**src/rtl/shared_stage_pkg.sv**
```systemverilog
// Shared types for the two-requester shared-stage arbiter: FSM encoding,
// source tag type and the lock-beat counter width.
package shared_stage_pkg;

  localparam int BEAT_CNT_W = 4;

  typedef enum logic [1:0] {
    IDLE   = 2'd0,
    GRANT0 = 2'd1,
    GRANT1 = 2'd2
  } arb_state_e;

  typedef logic src_t;

  function automatic arb_state_e grant_of(input src_t n);
    return n ? GRANT1 : GRANT0;
  endfunction

  // Fresh arbitration: a lone requester wins outright, a tie goes to pref.
  function automatic arb_state_e arbitrate(input logic v0, input logic v1, input src_t pref);
    if (v0 && v1) return grant_of(pref);
    if (v0)       return GRANT0;
    if (v1)       return GRANT1;
    return IDLE;
  endfunction

endpackage

```
**src/rtl/stage_slot.sv**
```systemverilog
// Single-entry output register holding {src, data}; loads on an accept,
// empties on a downstream handshake, and holds under backpressure.
module stage_slot #(
  parameter int WIDTH = 8
) (
  input  logic             clk,
  input  logic             rst_n,
  input  logic             load_i,
  input  logic [WIDTH-1:0] load_data_i,
  input  logic             load_src_i,
  input  logic             out_ready_i,
  output logic             out_valid_o,
  output logic [WIDTH-1:0] out_data_o,
  output logic             out_src_o,
  output logic             slot_free_o
);

  logic           valid_q, valid_d;
  logic [WIDTH:0] word_q,  word_d;

  // A load wins over a drain: that is the back-to-back full-throughput case.
  always_comb begin
    valid_d = valid_q;
    word_d  = word_q;
    if (load_i) begin
      valid_d = 1'b1;
      word_d  = {load_src_i, load_data_i};
    end else if (valid_q && out_ready_i) begin
      valid_d = 1'b0;
    end
  end

  always_ff @(posedge clk) begin
    if (!rst_n) begin
      valid_q <= 1'b0;
      word_q  <= '0;
    end else begin
      valid_q <= valid_d;
      word_q  <= word_d;
    end
  end

  assign out_valid_o = valid_q;
  assign out_data_o  = word_q[WIDTH-1:0];
  assign out_src_o   = word_q[WIDTH];
  assign slot_free_o = !valid_q || out_ready_i;

endmodule

```
**src/rtl/shared_stage_arb.sv**
```systemverilog
// Round-robin arbiter for two valid/ready producers sharing one registered
// output stage, with a grant that holds for LOCK_BEATS accepted beats.
module shared_stage_arb #(
  parameter int WIDTH      = 8,
  parameter int LOCK_BEATS = 1
) (
  input  logic             clk,
  input  logic             rst_n,
  input  logic             req0_valid,
  input  logic [WIDTH-1:0] req0_data,
  output logic             req0_ready,
  input  logic             req1_valid,
  input  logic [WIDTH-1:0] req1_data,
  output logic             req1_ready,
  output logic             out_valid,
  output logic [WIDTH-1:0] out_data,
  output logic             out_src,
  input  logic             out_ready,
  output logic             busy,
  output logic [1:0]       dbg_state_o
);

  import shared_stage_pkg::*;

  // Handshake: a word moves when valid and ready are both high at a rising
  // edge; producers hold valid/data until accepted, consumer ready is free.

  localparam logic [BEAT_CNT_W-1:0] LOCK_LAST = BEAT_CNT_W'(LOCK_BEATS - 1);
  localparam logic [BEAT_CNT_W-1:0] CNT_ONE   = BEAT_CNT_W'(1);

  arb_state_e            state_q, state_d;
  src_t                  rr_q, rr_d;
  logic [BEAT_CNT_W-1:0] cnt_q, cnt_d;

  logic slot_free;
  logic accept0, accept1, accept;
  src_t cur, oth;
  logic cur_valid, oth_valid, last_beat;

  assign accept0   = req0_valid && req0_ready;
  assign accept1   = req1_valid && req1_ready;
  assign accept    = accept0 || accept1;
  assign cur       = (state_q == GRANT1);
  assign oth       = ~cur;
  assign cur_valid = cur ? req1_valid : req0_valid;
  assign oth_valid = cur ? req0_valid : req1_valid;
  assign last_beat = (cnt_q == LOCK_LAST);

  always_ff @(posedge clk) begin
    if (!rst_n) begin
      state_q <= IDLE;
      rr_q    <= 1'b0;
      cnt_q   <= '0;
    end else begin
      state_q <= state_d;
      rr_q    <= rr_d;
      cnt_q   <= cnt_d;
    end
  end

  always_comb begin
    state_d = state_q;
    rr_d    = rr_q;
    cnt_d   = cnt_q;
    unique case (state_q)
      IDLE: state_d = arbitrate(req0_valid, req1_valid, rr_q);
      GRANT0, GRANT1: begin
        if (accept) begin
          if (last_beat && oth_valid) begin
            state_d = grant_of(oth);
            rr_d    = oth;
            cnt_d   = '0;
          end else if (cur_valid) begin
            cnt_d = last_beat ? '0 : cnt_q + CNT_ONE;
          end else if (oth_valid) begin
            state_d = grant_of(oth);
            cnt_d   = '0;
          end else begin
            state_d = IDLE;
            cnt_d   = '0;
          end
        end else if (!cur_valid) begin
          // Granted requester withdrew: the other side gets first look.
          state_d = oth_valid ? grant_of(oth) : IDLE;
          cnt_d   = '0;
        end
      end
      default: begin
        state_d = IDLE;
        cnt_d   = '0;
      end
    endcase
  end

  // Readies are forced low while reset is asserted so no handshake completes.
  always_comb begin
    req0_ready = 1'b0;
    req1_ready = 1'b0;
    if (rst_n) begin
      req0_ready = (state_q == GRANT0) && slot_free;
      req1_ready = (state_q == GRANT1) && slot_free;
    end
    busy = (state_q != IDLE) || out_valid;
  end

  assign dbg_state_o = state_q;

  stage_slot #(.WIDTH(WIDTH)) u_slot (
    .clk         (clk),
    .rst_n       (rst_n),
    .load_i      (accept),
    .load_data_i (accept1 ? req1_data : req0_data),
    .load_src_i  (accept1),
    .out_ready_i (out_ready),
    .out_valid_o (out_valid),
    .out_data_o  (out_data),
    .out_src_o   (out_src),
    .slot_free_o (slot_free)
  );

endmodule

```
**config.mk**
```make
export PLATFORM = sky130hd
export DESIGN_NAME = shared_stage_arb
export DESIGN_NICKNAME = d
export VERILOG_FILES = /design/src/rtl/shared_stage_pkg.sv /design/src/rtl/stage_slot.sv /design/src/rtl/shared_stage_arb.sv
export SDC_FILE = /design/constraint.sdc
export NUM_CORES = 1
export LEC_CHECK = 0
export CORE_MARGIN = 5
export CORE_UTILIZATION = 48
export DETAILED_ROUTE_END_ITERATION = 7
export PLACE_DENSITY = 0.84
export SLEW_MARGIN = 20
export SYNTH_ARGS = -nofsm -noshare
export SYNTH_HDL_FRONTEND = slang
export SYNTH_SLANG_ARGS = --single-unit
```
**constraint.sdc**
```tcl
create_clock -name clk -period 4.55 [get_ports clk]
set_input_delay 1.1375 -clock clk [delete_from_list [all_inputs] [get_ports clk]]
set_output_delay 1.1375 -clock clk [all_outputs]
set_load 0.005 [all_outputs]
```
==> flow_results.org <==
** Outcome
- Status :: finished clean

** Placed design
- Detailed placement finished with a half-perimeter wire length of ~2 mm.
- Input and output buffers added on the ports amount to 35.
- Routability-driven placement finished with a final weighted congestion of ~0.92.

** Setup path
- Worst path max stage delay :: 0.76 ns
- The cell family contributing the most delay on the critical path is buffers and inverters.
- STA puts the critical path data required time at 3.41 ns.
- Class of the most critical setup path :: input pin to output port
- STA classifies the critical path startpoint as an input pin.
- STA puts the critical path data arrival time at 2.64 ns.
- CP dominant cell by count :: sky130_fd_sc_hd__clkdlybuf4s50_1
- The slowest stage of the critical path is the sky130_fd_sc_hd__clkdlybuf4s50_1 cell.
- CP cell instances :: clkdlybuf4s50_1 > and3_1 > clkdlybuf4s50_1
- In this run the worst path has a maximum fanout of 16.
- STA classifies the critical path endpoint as an output port.
- Counting both buffers and inverters, the worst setup path holds a total of 2.

** GRT
- Maximum number of pins on one net before global-route repair :: 18
- In the global route stage, overall resource usage came out at 0.168.
- Vias in the first global route :: approximately 1k
- The initial antenna violation count is 0.
- Summed over all layers, the global routing overflow is 0.
- First-pass GRT wire length :: 4.35 mm

** Timing
- Final count of hold timing violations :: 0
- Final critical-path required period :: approximately 3.8 ns
- Largest clock skew in the final design :: 0.00577 ns
- For the pin with the worst max-slew slack, the measured transition is between 0.6 and 0.7 ns.
- Setup violations remaining at the end of the flow were counted as 0.
- Of the available clock period, the critical path in the final layout requires 0.830.
- Slew HR :: 0.594
- The number of slew-limit violations in the final report is 0.
- Setup repair after global routing missed its margin :: no
- Aggregate negative setup slack :: 0 ns
- For this run, the top clock speed supported by timing is around 260 MHz.

** Floorplan
- IO Pins :: 36
- The initial utilization of the core area, before any placement, comes to 0.491.
- After floorplanning, the core was divided into 17 placement rows.
- Die width :: between 50 and 60 µm
- Core area :: roughly 0.0021 mm²
- Height of the die :: 56.9 µm
- Full die area :: roughly 0.0032 mm²

** Pwr
- Dividing total power by cell area gives a power density of 240 mW/mm².
- After layout, the design draws a total of about 0.00034 W.
- Across the VDD grid, the largest voltage drop is between 0.15 and 0.2 mV.
- In this run the static leakage power is ~0.57 nW.

** Clock tree
- Sink Count :: 17
- Total setup buffers inserted after CTS :: 0
- The longest clock path from root to sink contains 2 buffers.
- TritonCTS clock tree :: done
- For this design, the CTS-stage hold fixing added 0 buffers.
- In this run, CTS created clock tree buffers numbering 3.
- Clk pin slew, worst setup/hold paths :: ~0.09 ns
- In this run the number of H-tree levels came out at 1.
- Clock insertion delay at the later pin of the skew report :: between 0.2 and 0.3 ns
- Clock root buffer :: sky130_fd_sc_hd__clkbuf_4
- Post-cts repair resize count :: 0

** Logic synthesis
- Number of instances in the synthesized netlist :: approximately 120
- Cells taking the most area after synthesis :: sky130_fd_sc_hd__dfxtp_1 32%, sky130_fd_sc_hd__ha_1 8.3%, sky130_fd_sc_hd__mux2i_1 7.6%
- Flip-flop and latch count after synthesis :: 17
- The share of synthesized area in the top cell type comes to 0.323.
- Share of synthesized flip-flops with an asynchronous set or reset :: 0
- Of the synthesized area, sequential elements account for 0.323.
- Warning count from the yosys run :: 0
- Post-synth top flop :: sky130_fd_sc_hd__dfxtp_1
- Yosys mapped a number of flops with a built-in enable equal to 0.
- Number of library cell types mapped by synthesis :: 41
- Post-synthesis net count :: ~140
- A synthesized cell averages a little over 9 µm².
- The biggest area contributor in the post-synthesis netlist is sky130_fd_sc_hd__dfxtp_1.
- Post-synthesis instance area :: between 0.001 and 0.0015 mm²

** Layout
- Fraction of layout instances using a drive strength above 1 :: 0.0872
- The number of antenna diodes in the final layout is 0.
- The final layout contains roughly 180 nets.
- Area overhead of the layout relative to synthesis :: 35.1%

** Flow run
- Total of max-cap violations :: 0

** Detailed routing
- Mean routed wirelength per cell :: approximately 15 µm
- DRC violation count after routing :: 0
- In the routed layout, each cell is associated on average with a via count of 5.81.
- After the first detailed-routing iteration, the DRC count stood at 51.
- Total wirelength of the detailed-routed design :: 2.57 mm
- First drt pass iteration count :: 4
- Across all layers, the routed design uses a little over 1k vias.
- Count of nets left with antenna violations after detail routing :: 0

** Hold path
- Worst min-delay path class :: flip-flop to flip-flop
## stage by stage
step / std cells / hold slack (ns) / setup slack (ns) / utilization / area [µm²]
final: 177 / 0.463 / 0.772 / 0.663 / 1430
after CTS: 177 / 0.470 / 0.758 / 0.663 / 1430
after detailed placement: 173 / 0.457 / 0.762 / 0.651 / 1400
after global routing: 177 / 0.498 / 0.681 / 0.663 / 1430
after global placement: 173 / 0.449 / 0.824 / 0.651 / 1400
after floorplan: 116 / 0.453 / 1.88 / - / 1050
## cell usage in the layout (no fill, tap or decap), drive strengths merged, types with 2 or more instances in the layout
| cell type | instances |
|---|---|
| nand3 | 6 |
| dfxtp | 17 |
| o21ai | 10 |
| nand2b | 3 |
| o311ai | 2 |
| ha | 7 |
| inv | 6 |
| clkdlybuf4s50 | 35 |
| nor3 | 4 |
| and3 | 2 |
| nor2 | 3 |
| a22o | 3 |
| a21oi | 13 |
| nand4 | 4 |
| clkbuf | 3 |
| nand2 | 4 |
| mux2i | 8 |
| mux2 | 2 |
| nor2b | 2 |
## per-layer routing
metal | global-route usage | routed length [µm] | vias to the layer above
met5 | 0 | 0 | -
met4 | 0.0762 | 48 | 0
met3 | 0.0391 | 246 | 6
met2 | 0.294 | 1220 | 47
met1 | 0.191 | 1060 | 472
li1 | - | - | 503
## Yosys cell counts, types with 3 or more instances
cell type / count
sky130_fd_sc_hd__inv_1: 5
sky130_fd_sc_hd__a21oi_1: 13
sky130_fd_sc_hd__nand3_1: 6
sky130_fd_sc_hd__nand4_1: 4
sky130_fd_sc_hd__nand2b_1: 3
sky130_fd_sc_hd__o21ai_0: 8
sky130_fd_sc_hd__a22o_1: 3
sky130_fd_sc_hd__mux2i_1: 8
sky130_fd_sc_hd__buf_4: 3
sky130_fd_sc_hd__nor2_1: 3
sky130_fd_sc_hd__ha_1: 7
sky130_fd_sc_hd__nand2_1: 4
sky130_fd_sc_hd__dfxtp_1: 17
## layout make-up
class | instances | area, µm²
clock buffer | 3 | 22.5
multi-input combinational | 87 | 649
inverter | 6 | 22.5
tap | 28 | 35.0
sequential | 17 | 340
fill | 160 | 723
timing repair buffer | 35 | 350
clock inverter | 1 | 5.00
## report_power, final
part / internal (W) / switching (W)
Combinational: 0.0000529 / 0.0000461
Clock: 0.0000327 / 0.0000484
Sequential: 0.000155 / 0.00000592
Total: 0.000241 / 0.000100
## flip-flops by register name, summed over array words and instances (netlist names)
signal,flops
cnt_q,4
u_slot.word_q,9
u_slot.out_valid_o,1
dbg_state_o,2
rr_q,1
## final timing paths
| check | from | end | slack [ns] | cells past startpoint |
|---|---|---|---|---|
| worst max-delay path | rst_n | req1_ready | 0.77 | 3 |
| worst min-delay path | u_slot.word_q[8] | u_slot.word_q[8] | 0.46 | 2 |
| worst max register to register | dbg_state_o[1] | u_slot.word_q[2] | 2.44 | 4 |
| worst min register to register | u_slot.word_q[8] | u_slot.word_q[8] | 0.46 | 2 |
## tightest hold or removal path, delay by kind of cell, from the launching register on
kind / cells / cell delay, ns
DFF: 1 / 0.32
and+or+nand+nor: 1 / 0.05
AOI/OAI and AO/OA: 1 / 0.05
## cell families (layout without fill, tap and decap cells)
kind of cell | Yosys count | after routing | synth area share
AOI/OAI and AO/OA | 35 | 35 | 0.215
and+or+nand+nor | 34 | 34 | 0.212
DFF | 17 | 17 | 0.323
buffers and inverters | 12 | 45 | 0.0617
muxes | 10 | 10 | 0.0973
adders and majority gates | 7 | 7 | 0.0830
xor gates and xnor gates | 1 | 1 | 0.00831
Power figures use the tool's default switching activity.
